File: src/rtl/cga_pkg.sv
// Shared types and constants for the CGA alphanumeric fetch path.
// The cursor feature of cga_text_fetch is enabled by defining CGA_CURSOR_EN.
package cga_pkg;

  typedef enum logic [2:0] {
    IDLE,
    RD_CHAR,
    RD_ATTR,
    RD_FONT,
    READY
  } fetch_state_t;

  typedef struct packed {
    fetch_state_t state;
    logic [4:0]   blink_cnt;
  } fetch_dbg_t;

  localparam int BLINK_CHAR_BIT   = 4;
  localparam int BLINK_CURSOR_BIT = 3;
  localparam int CELL_W           = 8;

  // Colour of one pixel given its font bit, the cell attribute and the blink phase.
  function automatic logic [3:0] cell_pixel(input logic       on,
                                            input logic [7:0] attr,
                                            input logic       blink_en,
                                            input logic       blink_phase);
    logic       hide;
    logic [3:0] bg;
    hide = blink_en & attr[7] & blink_phase;
    bg   = blink_en ? {1'b0, attr[6:4]} : attr[7:4];
    return (on && !hide) ? attr[3:0] : bg;
  endfunction

endpackage

File: src/rtl/cga_blink_timer.sv
// Frame counter used as the blink timebase; one step per vsync pulse, wraps at 32.
module cga_blink_timer
  import cga_pkg::*;
(
  input  logic       clk,
  input  logic       reset,
  input  logic       vsync_pulse,
  output logic [4:0] blink_cnt
);

  always_ff @(posedge clk or posedge reset) begin
    if (reset) begin
      blink_cnt <= '0;
    end else if (vsync_pulse) begin
      blink_cnt <= blink_cnt + 5'd1;
    end
  end

endmodule

File: src/rtl/cga_text_fetch.sv
// Per-cell char/attr/font fetch and RGBI pixel shifter for CGA text modes.
// Define CGA_CURSOR_EN to add the cursor_in port and the blinking block cursor.
module cga_text_fetch
  import cga_pkg::*;
#(
  parameter int AW  = 15,
  parameter int MAW = 14
) (
  input  logic           clk,
  input  logic           reset,
  input  logic           pix_ce,
  input  logic           char_start,
  input  logic           disp_en_in,
  input  logic [MAW-1:0] ma,
  input  logic [2:0]     ra,
  input  logic           vsync_pulse,
  input  logic           blink_en,
`ifdef CGA_CURSOR_EN
  input  logic           cursor_in,
`endif
  output logic [AW-1:0]  pixel_addr,
  output logic           pixel_read,
  input  logic [7:0]     pixel_data,
  output logic [10:0]    font_addr,
  input  logic [7:0]     font_data,
  output logic [3:0]     rgbi,
  output logic           disp_en_out,
  output logic           underrun,
  output fetch_dbg_t     dbg
);

  // VRAM read port: a cycle with pixel_read=1 presents pixel_addr, and the byte
  // appears on pixel_data during the following cycle. There is no back-pressure.
  fetch_state_t      state;
  logic [4:0]        blink_cnt;
  logic [2:0]        ra_q;
  logic [7:0]        char_q;
  logic [7:0]        attr_q;
  logic [7:0]        font_q;
  logic              fetch_de;
  logic [CELL_W-1:0] shreg;
  logic [7:0]        attr_out;
`ifdef CGA_CURSOR_EN
  logic              cursor_q;
`endif

  cga_blink_timer u_blink (
    .clk         (clk),
    .reset       (reset),
    .vsync_pulse (vsync_pulse),
    .blink_cnt   (blink_cnt)
  );

  // The char byte is on pixel_data only during RD_ATTR; bypass it so the font
  // ROM answer lands together with the attribute byte.
  assign font_addr = (state == RD_ATTR) ? {pixel_data, ra_q} : {char_q, ra_q};

  assign dbg = {state, blink_cnt};

  always_ff @(posedge clk or posedge reset) begin
    if (reset) begin
      state       <= IDLE;
      pixel_addr  <= '0;
      pixel_read  <= 1'b0;
      ra_q        <= '0;
      char_q      <= '0;
      attr_q      <= '0;
      font_q      <= '0;
      fetch_de    <= 1'b0;
      shreg       <= '0;
      attr_out    <= '0;
      disp_en_out <= 1'b0;
      underrun    <= 1'b0;
      rgbi        <= '0;
`ifdef CGA_CURSOR_EN
      cursor_q    <= 1'b0;
`endif
    end else begin
      if (char_start) begin
        // Display the cell fetched during the previous cell; blank if it never completed.
        if (state == READY) begin
          shreg    <= font_q;
          attr_out <= attr_q;
`ifdef CGA_CURSOR_EN
          if (cursor_q && blink_cnt[BLINK_CURSOR_BIT]) begin
            shreg <= '1;
          end
`endif
        end else begin
          shreg    <= '0;
          attr_out <= '0;
        end
        disp_en_out <= fetch_de;
        fetch_de    <= disp_en_in;
`ifdef CGA_CURSOR_EN
        cursor_q    <= cursor_in;
`endif
        if (state inside {RD_CHAR, RD_ATTR, RD_FONT}) begin
          underrun <= 1'b1;
        end
        if (disp_en_in) begin
          state      <= RD_CHAR;
          pixel_read <= 1'b1;
          pixel_addr <= {ma[AW-2:0], 1'b0};
          ra_q       <= ra;
        end else begin
          state      <= IDLE;
          pixel_read <= 1'b0;
        end
      end else begin
        if (pix_ce) begin
          shreg <= {shreg[CELL_W-2:0], 1'b0};
        end
        case (state)
          RD_CHAR: begin
            state      <= RD_ATTR;
            pixel_addr <= {pixel_addr[AW-1:1], 1'b1};
          end
          RD_ATTR: begin
            state      <= RD_FONT;
            pixel_read <= 1'b0;
            char_q     <= pixel_data;
          end
          RD_FONT: begin
            state  <= READY;
            attr_q <= pixel_data;
            font_q <= font_data;
          end
          default: begin
          end
        endcase
      end

      if (pix_ce) begin
        rgbi <= disp_en_out
              ? cell_pixel(shreg[CELL_W-1], attr_out, blink_en, blink_cnt[BLINK_CHAR_BIT])
              : 4'h0;
      end
    end
  end

endmodule

File: config.mk
export PLATFORM = sky130hd
export DESIGN_NAME = cga_text_fetch
export DESIGN_NICKNAME = d
export VERILOG_FILES = /design/src/rtl/cga_pkg.sv /design/src/rtl/cga_blink_timer.sv /design/src/rtl/cga_text_fetch.sv
export SDC_FILE = /design/constraint.sdc
export NUM_CORES = 1
export LEC_CHECK = 0
export CAP_MARGIN = 40
export CORE_ASPECT_RATIO = 1.4
export CORE_MARGIN = 3
export CORE_UTILIZATION = 40
export CTS_CLUSTER_DIAMETER = 150
export DETAILED_ROUTE_END_ITERATION = 7
export PLACE_DENSITY = 0.71
export SLEW_MARGIN = 20
export SYNTH_ARGS = -nofsm -noshare
export SYNTH_HDL_FRONTEND = slang
export SYNTH_SLANG_ARGS = --single-unit
File: constraint.sdc
create_clock -name clk -period 5.05 [get_ports clk]
set_input_delay 1.01 -clock clk [delete_from_list [all_inputs] [get_ports clk]]
set_output_delay 1.01 -clock clk [all_outputs]
set_load 0.005 [all_outputs]
==> impl_metrics.toml, run 1 <==
[sta]
slew-limit-headroom_pct = 58.39
worst_hold_slack_across_all_endpoints_ps = 486.7
setup_viol_count_final = 0
finalHoldViolations = 0
tightest_slew_ps = 619.5
timing.final.crit_period_ps = 3180
report.final.slew_viol_count = 0
fin_setup_tns_ps = 0
fmax_ghz = 0.3145
unrepaired_setup_endpoints_after_global_routing = "false"
layout_setup_ws_ps = 1870
final.period_utilization_pct = 62.97
clock-skew-final_ps = 10.06

[pwr]
total_power_mw = 1.701
cellPowerDensity_nw_per_um2 = 404.1
power.static_leakage_nw = 1.760
power.ir.vdd_worst_mv = 0.2665

[grt]
first_pass_grt_wire_length_mm = 10.61
grt_usage_pct = 15.13
global_route.overflow_total = 0
antenna_found_initial = 0
vias_in_the_first_global_route = 2115
grt_max_degree = 31

[worst_hold_path]
hold_path_class = "reg2reg"

[clock_tree]
clockRootBuffer = "clkbuf_8"
ctsHoldBuffers = 0
cts_tree = "done"
numCtsBuffers = 9
postCtsResizedCells = 0
postCtsSetupRepairBufs = 0
path_clk_slew_ps = 70
cts_num_sinks = 74
insertion_delay_ps = 330
cts-htree-levels = 3
maximum_number_of_buffers_from_clock_root_to_sink = 2

[final_layout]
layout-area-overhead-vs-synth_pct = 34.92
stdcell_count = 424
footprint_of_the_flip_flops_and_latches_sq_um = 1852
num_antenna_cells = 0
multi_input_area_sq_um = 1137
nets = 363
post-route-cell-area_sq_um = 4210
final_layout_size_suffix_gt1_share_pct = 23.85
layout.filler_cells = 640
final_core_util_pct = 56.49

[drt]
dr_total_vias = 2025
detail_route.first_pass.iterations = 4
drtIter0Drc = 94
drt_drc_violations_left = 0
route.antenna.remaining_nets = 0
route.final.wire_length_mm = 6.164
drt-wirelength-per-cell_um = 14.54
average_via_count_per_standard_cell = 4.776

[synth]
yosysWarnings = 0
synth_top_area_share_pct = 59.34
postSynthRegisterBits = 74
synth_edf_count = 0
syn_avg_cell_area_sq_um = 13.11
synth_common_cells = "dfrtp_1 (74), mux2_2 (41), nand2_1 (20), o21ai_0 (20), inv_1 (16)"
synth_seq_area_share_pct = 59.34
synth.area.top_cells = "dfrtp_1 (59%), mux2_2 (15%), mux2_4 (4.8%), o21ai_0 (3.2%), nand2_1 (2.4%)"
synth_most_common_cell = "dfrtp_1"
primary_ff_master_synth = "dfrtp_1"
synthesis.area_sq_um = 3120
synth_largest_area_cell = "dfrtp_1"
post_synth_inst_count = 238
synth_nets = 279
synth_async_sr_flop_share_pct = 100.0
synth_cell_types = 30

[critical_path]
crit_path_max_incr_delay_ps = 440
worstSetupEndpointType = "output port"
critical_path.slowest_cell = "clkdlybuf4s50_1"
dominant_cell_type_by_count_on_the_critical_path = "clkdlybuf4s50_1"
critPathMaxFanout = 3
crit_path_cell_trace = "clkdlybuf4s50_1 > mux2_2 > clkdlybuf4s50_1"
worst-endpoint-required_ps = 4040
kind_of_launch_point_of_the_worst_setup_path = "input pin"
worst-endpoint-arrival_ps = 2170
kind_of_critical_path = "in2out"

[run]
timing.max_cap.violations = 0

[floorplan]
die-height_um = 110.5
design.core.area_sq_um = 7453
num_rows = 37
floorplan.io_pins = 81
die_w_um = 80.65
dieArea_sq_um = 8912
initial_cell_density_of_the_core_pct = 41.87

[placed_design]
place_congestion = 0.7717
io_buffers = 80
numPlacedInstances = 407
place_ws_ps = 1865
cell_area_after_placement_sq_um = 4025
dp_hpwl_mm = 4.465

[status]
outcome = "complete, no violations"
cells by family after synthesis:
kind of cell             count (synthesis)  synth area share (%)
adder cells (fa/ha/maj)                  1                0.4009
buffers and inverters                   30                 4.210
AO/OA/AOI/OAI                           30                 5.453
flip-flops                              74                 59.34
XOR/XNOR                                 5                 1.403
multiplexers                            58                 21.85
AND/OR/NAND/NOR                         40                 7.337
flip-flops by register name, indices dropped and copies added (netlist names):
| name | cells |
|---|---|
| pixel_addr | 15 |
| attr_out | 8 |
| attr_q | 8 |
| char_q | 8 |
| font_q | 8 |
| shreg | 8 |
| u_blink.blink_cnt | 5 |
| rgbi | 4 |
| ra_q | 3 |
| state | 3 |
| disp_en_out | 1 |
| fetch_de | 1 |
| pixel_read | 1 |
| underrun | 1 |
final cells by class:
type,instances,share of cell area (%)
Sequential cell,74,43.98
Multi-Input combinational cell,134,27.01
Timing Repair Buffer,86,20.56
Clock buffer,9,2.942
Tap cell,97,2.883
Inverter,17,1.516
Clock inverter,7,1.100
final timing paths:
path / from / slack, ps / to / cells past startpoint
min reg2reg: attr_q[6] / 490 / attr_out[6] / 2
max reg2reg: state[1] / 3400 / char_q[7] / 3
min: attr_q[6] / 490 / attr_out[6] / 2
min in group asynchronous: reset / 970 / pixel_addr[10] / 2
max: pixel_data[6] / 1870 / font_addr[9] / 3
max in group asynchronous: reset / 3160 / attr_out[5] / 4
critical path: cells and delay by family:
kind / cells / cell delay, ps
buffers and inverters: 2 / 880
multiplexers: 1 / 270
power by group:
group,internal [mW],leakage [nW],switching (mW),total [mW]
registers,0.741,0.927,0.0998,0.841
logic,0.335,0.753,0.136,0.470
clock network,0.176,0.0810,0.214,0.390
total,1.25,1.76,0.449,1.70
layer usage:
metal  track usage (%)  wire (um)  vias up
li1                  -          -      989
met1             20.05       2701      994
met2             24.34       3168       36
met3             2.365        208        6
met4             6.426         86        0
met5                 0          0        -
layout by cell type, fill, tap and decap left out, drive strengths merged:
cell type / count
mux2i: 7
a22o: 1
xnor2: 4
o22ai: 2
nor4b: 1
nand4: 5
clkinvlp: 3
inv: 17
nand2b: 2
o21ai: 20
a21oi: 3
and2: 2
o21bai: 1
nand3: 1
nor2: 4
nor3b: 1
dfrtp: 74
nor4: 1
buf: 6
and4bb: 1
nor2b: 2
xor2: 1
clkbuf: 9
o221ai: 3
clkdlybuf4s50: 80
mux2: 51
nand2: 20
ha: 1
clkinv: 4
Power figures use the tool's default switching activity.
==> inputs of run 2 (changes only) <==
==> constraint.sdc (replaced) <==
create_clock -name clk -period 3.2 [get_ports clk]
set_input_delay 0.64 -clock clk [delete_from_list [all_inputs] [get_ports clk]]
set_output_delay 0.64 -clock clk [all_outputs]
set_load 0.005 [all_outputs]
==> run 2 against run 1 <==
  * Combinational power is 58% higher
  * Sequential power is 58% higher
  * Sequential cell count stayed put
  * Clock skew up 1.1 ps
  * Routed wire length grew 0.36%
  * Core utilization up 0.64 points
  * Register-to-register slack got worse by 1800 ps
  * Worst setup slack got worse by 1400 ps
  * First-iteration DRC count increased by 38%
  * Power up 70%
  * Critical path type is now reg2out
  * Largest power group unchanged
  * Highest routed layer unchanged
==> impl_metrics.toml, run 2 (same netlist as run 1, synthesis figures left out) <==
[sta]
finalHoldViolations = 0
final.period_utilization_pct = 86.44
slew-limit-headroom_pct = 60.70
setup_viol_count_final = 0
tightest_slew_ps = 587.7
report.final.slew_viol_count = 0
fmax_ghz = 0.3615
fin_setup_tns_ps = 0
unrepaired_setup_endpoints_after_global_routing = "false"
timing.final.crit_period_ps = 2766
clock-skew-final_ps = 11.14

[final_layout]
layout-area-overhead-vs-synth_pct = 36.45
largest_register_ffs = 15
post-route-cell-area_sq_um = 4258
num_antenna_cells = 0
nets = 362
final_layout_size_suffix_gt1_share_pct = 23.62
top_register = "pixel_addr"
layout.cells.most_common = "clkdlybuf4s50_1"
most-common-layout-cells = "clkdlybuf4s50_1 (80), dfrtp_1 (74), mux2_2 (41), o21ai_0 (20), nand2_1 (20)"

[clock_tree]
path_clk_slew_ps = 80
maximum_number_of_buffers_from_clock_root_to_sink = 2
postCtsSetupRepairBufs = 0
postCtsResizedCells = 0
numCtsBuffers = 9
insertion_delay_ps = 350
clockRootBuffer = "clkbuf_8"
cts-htree-levels = 3
ctsHoldBuffers = 0
cts_num_sinks = 74
cts_tree = "done"

[critical_path]
reg2reg_from = "state[1]"
cp_top_family = "buffers and inverters"
worstSetupEndpointType = "output port"
kind_of_launch_point_of_the_worst_setup_path = "flop"
crit_path_cell_trace = "nor3b_1 > buf_4 > mux2_2 > clkdlybuf4s50_1"
critical_path.slowest_cell = "dfrtp_1"
crit_path_max_incr_delay_ps = 510
worst_setup_path_startpoint = "state[2]"
crit_buf_inv = 2
worst-endpoint-required_ps = 2560
critPathMaxFanout = 10
kind_of_critical_path = "reg2out"
worst-endpoint-arrival_ps = 2130

[drt]
drt_drc_violations_left = 0
drt-wirelength-per-cell_um = 14.62
drtIter0Drc = 130
average_via_count_per_standard_cell = 4.884
route.antenna.remaining_nets = 0
route.final.wire_length_mm = 6.186
dr_total_vias = 2066
detail_route.first_pass.iterations = 4

[floorplan]
initial_cell_density_of_the_core_pct = 41.87
design.core.area_sq_um = 7453
dieArea_sq_um = 8912
num_rows = 37
die-height_um = 110.5
floorplan.io_pins = 81
die_w_um = 80.65

[grt]
grt_usage_pct = 15.34
global_route.overflow_total = 0
first_pass_grt_wire_length_mm = 10.58
antenna_found_initial = 0
vias_in_the_first_global_route = 2205
grt_max_degree = 54

[worst_hold_path]
holdCritStartpoint = "underrun"
hold_path_class = "reg2reg"

[run]
timing.max_cap.violations = 0

[placed_design]
cell_area_after_placement_sq_um = 4018
io_buffers = 80
dp_hpwl_mm = 4.382
place_congestion = 0.7524

[status]
outcome = "complete, no violations"

[pwr]
cellPowerDensity_nw_per_um2 = 678.2
power.ir.vdd_worst_mv = 0.3916
power.static_leakage_nw = 1.781
run 2: changes by cell type in the layout (fill, tap and decap cells not counted), sizes merged:
cell,change
buf,-1
bufinv,+2
inv,+2
clkinv,-3
clkinvlp,-1
run 2: layout make-up:
type / instances / area [sq um]
repair buffers: 85 / 858.3
flip-flops and latches: 74 / 1852
well taps: 97 / 121.4
clock inverters: 7 / 101.3
clock buffers: 9 / 123.9
fillers: 649 / 3196
inverters: 17 / 63.81
multi-input cells: 134 / 1137
run 2: metal layers:
metal	vias up	GRT usage [%]	routed length, um
met4	0	7.779	165
met1	1033	19.13	2626
met5	-	0	0
met2	39	24.45	3179
met3	11	3.589	215
li1	983	-	-
run 2: report_power, final:
group	switching, mW	internal, mW
registers	0.158	1.17
logic	0.214	0.528
clock network	0.372	0.445
run 2: worst register-to-register path, stage by stage (launching register included):
cell     delay, ps
dfrtp_1        490
inv_2          120
nor4b_4        210
buf_4          320
mux2_2         380
run 2: worst paths after layout:
kind / cells past startpoint / to / slack (ps)
min in group asynchronous: 2 / pixel_addr[14] / 630
max: 4 / font_addr[5] / 430
max reg2reg: 4 / attr_q[3] / 1570
min reg2reg: 1 / underrun / 480
max in group asynchronous: 3 / font_q[3] / 1930
min: 1 / underrun / 480
run 2: stage by stage:
stage / util, % / hold WS (ps) / power [mW] / worst slack [ps] / cells
finish: 57.13 / 482.8 / 2.888 / 434.0 / 423
global route: 57.13 / 512.0 / 3.039 / 310.0 / 423
CTS: 56.92 / 488.8 / 2.924 / 388.9 / 422
detailed placement: 53.90 / 465.9 / 2.096 / 684.5 / 406
global placement: 53.90 / 462.3 / 2.068 / 710.2 / 406
floorplan: - / 446.0 / 1.697 / 678.4 / 238
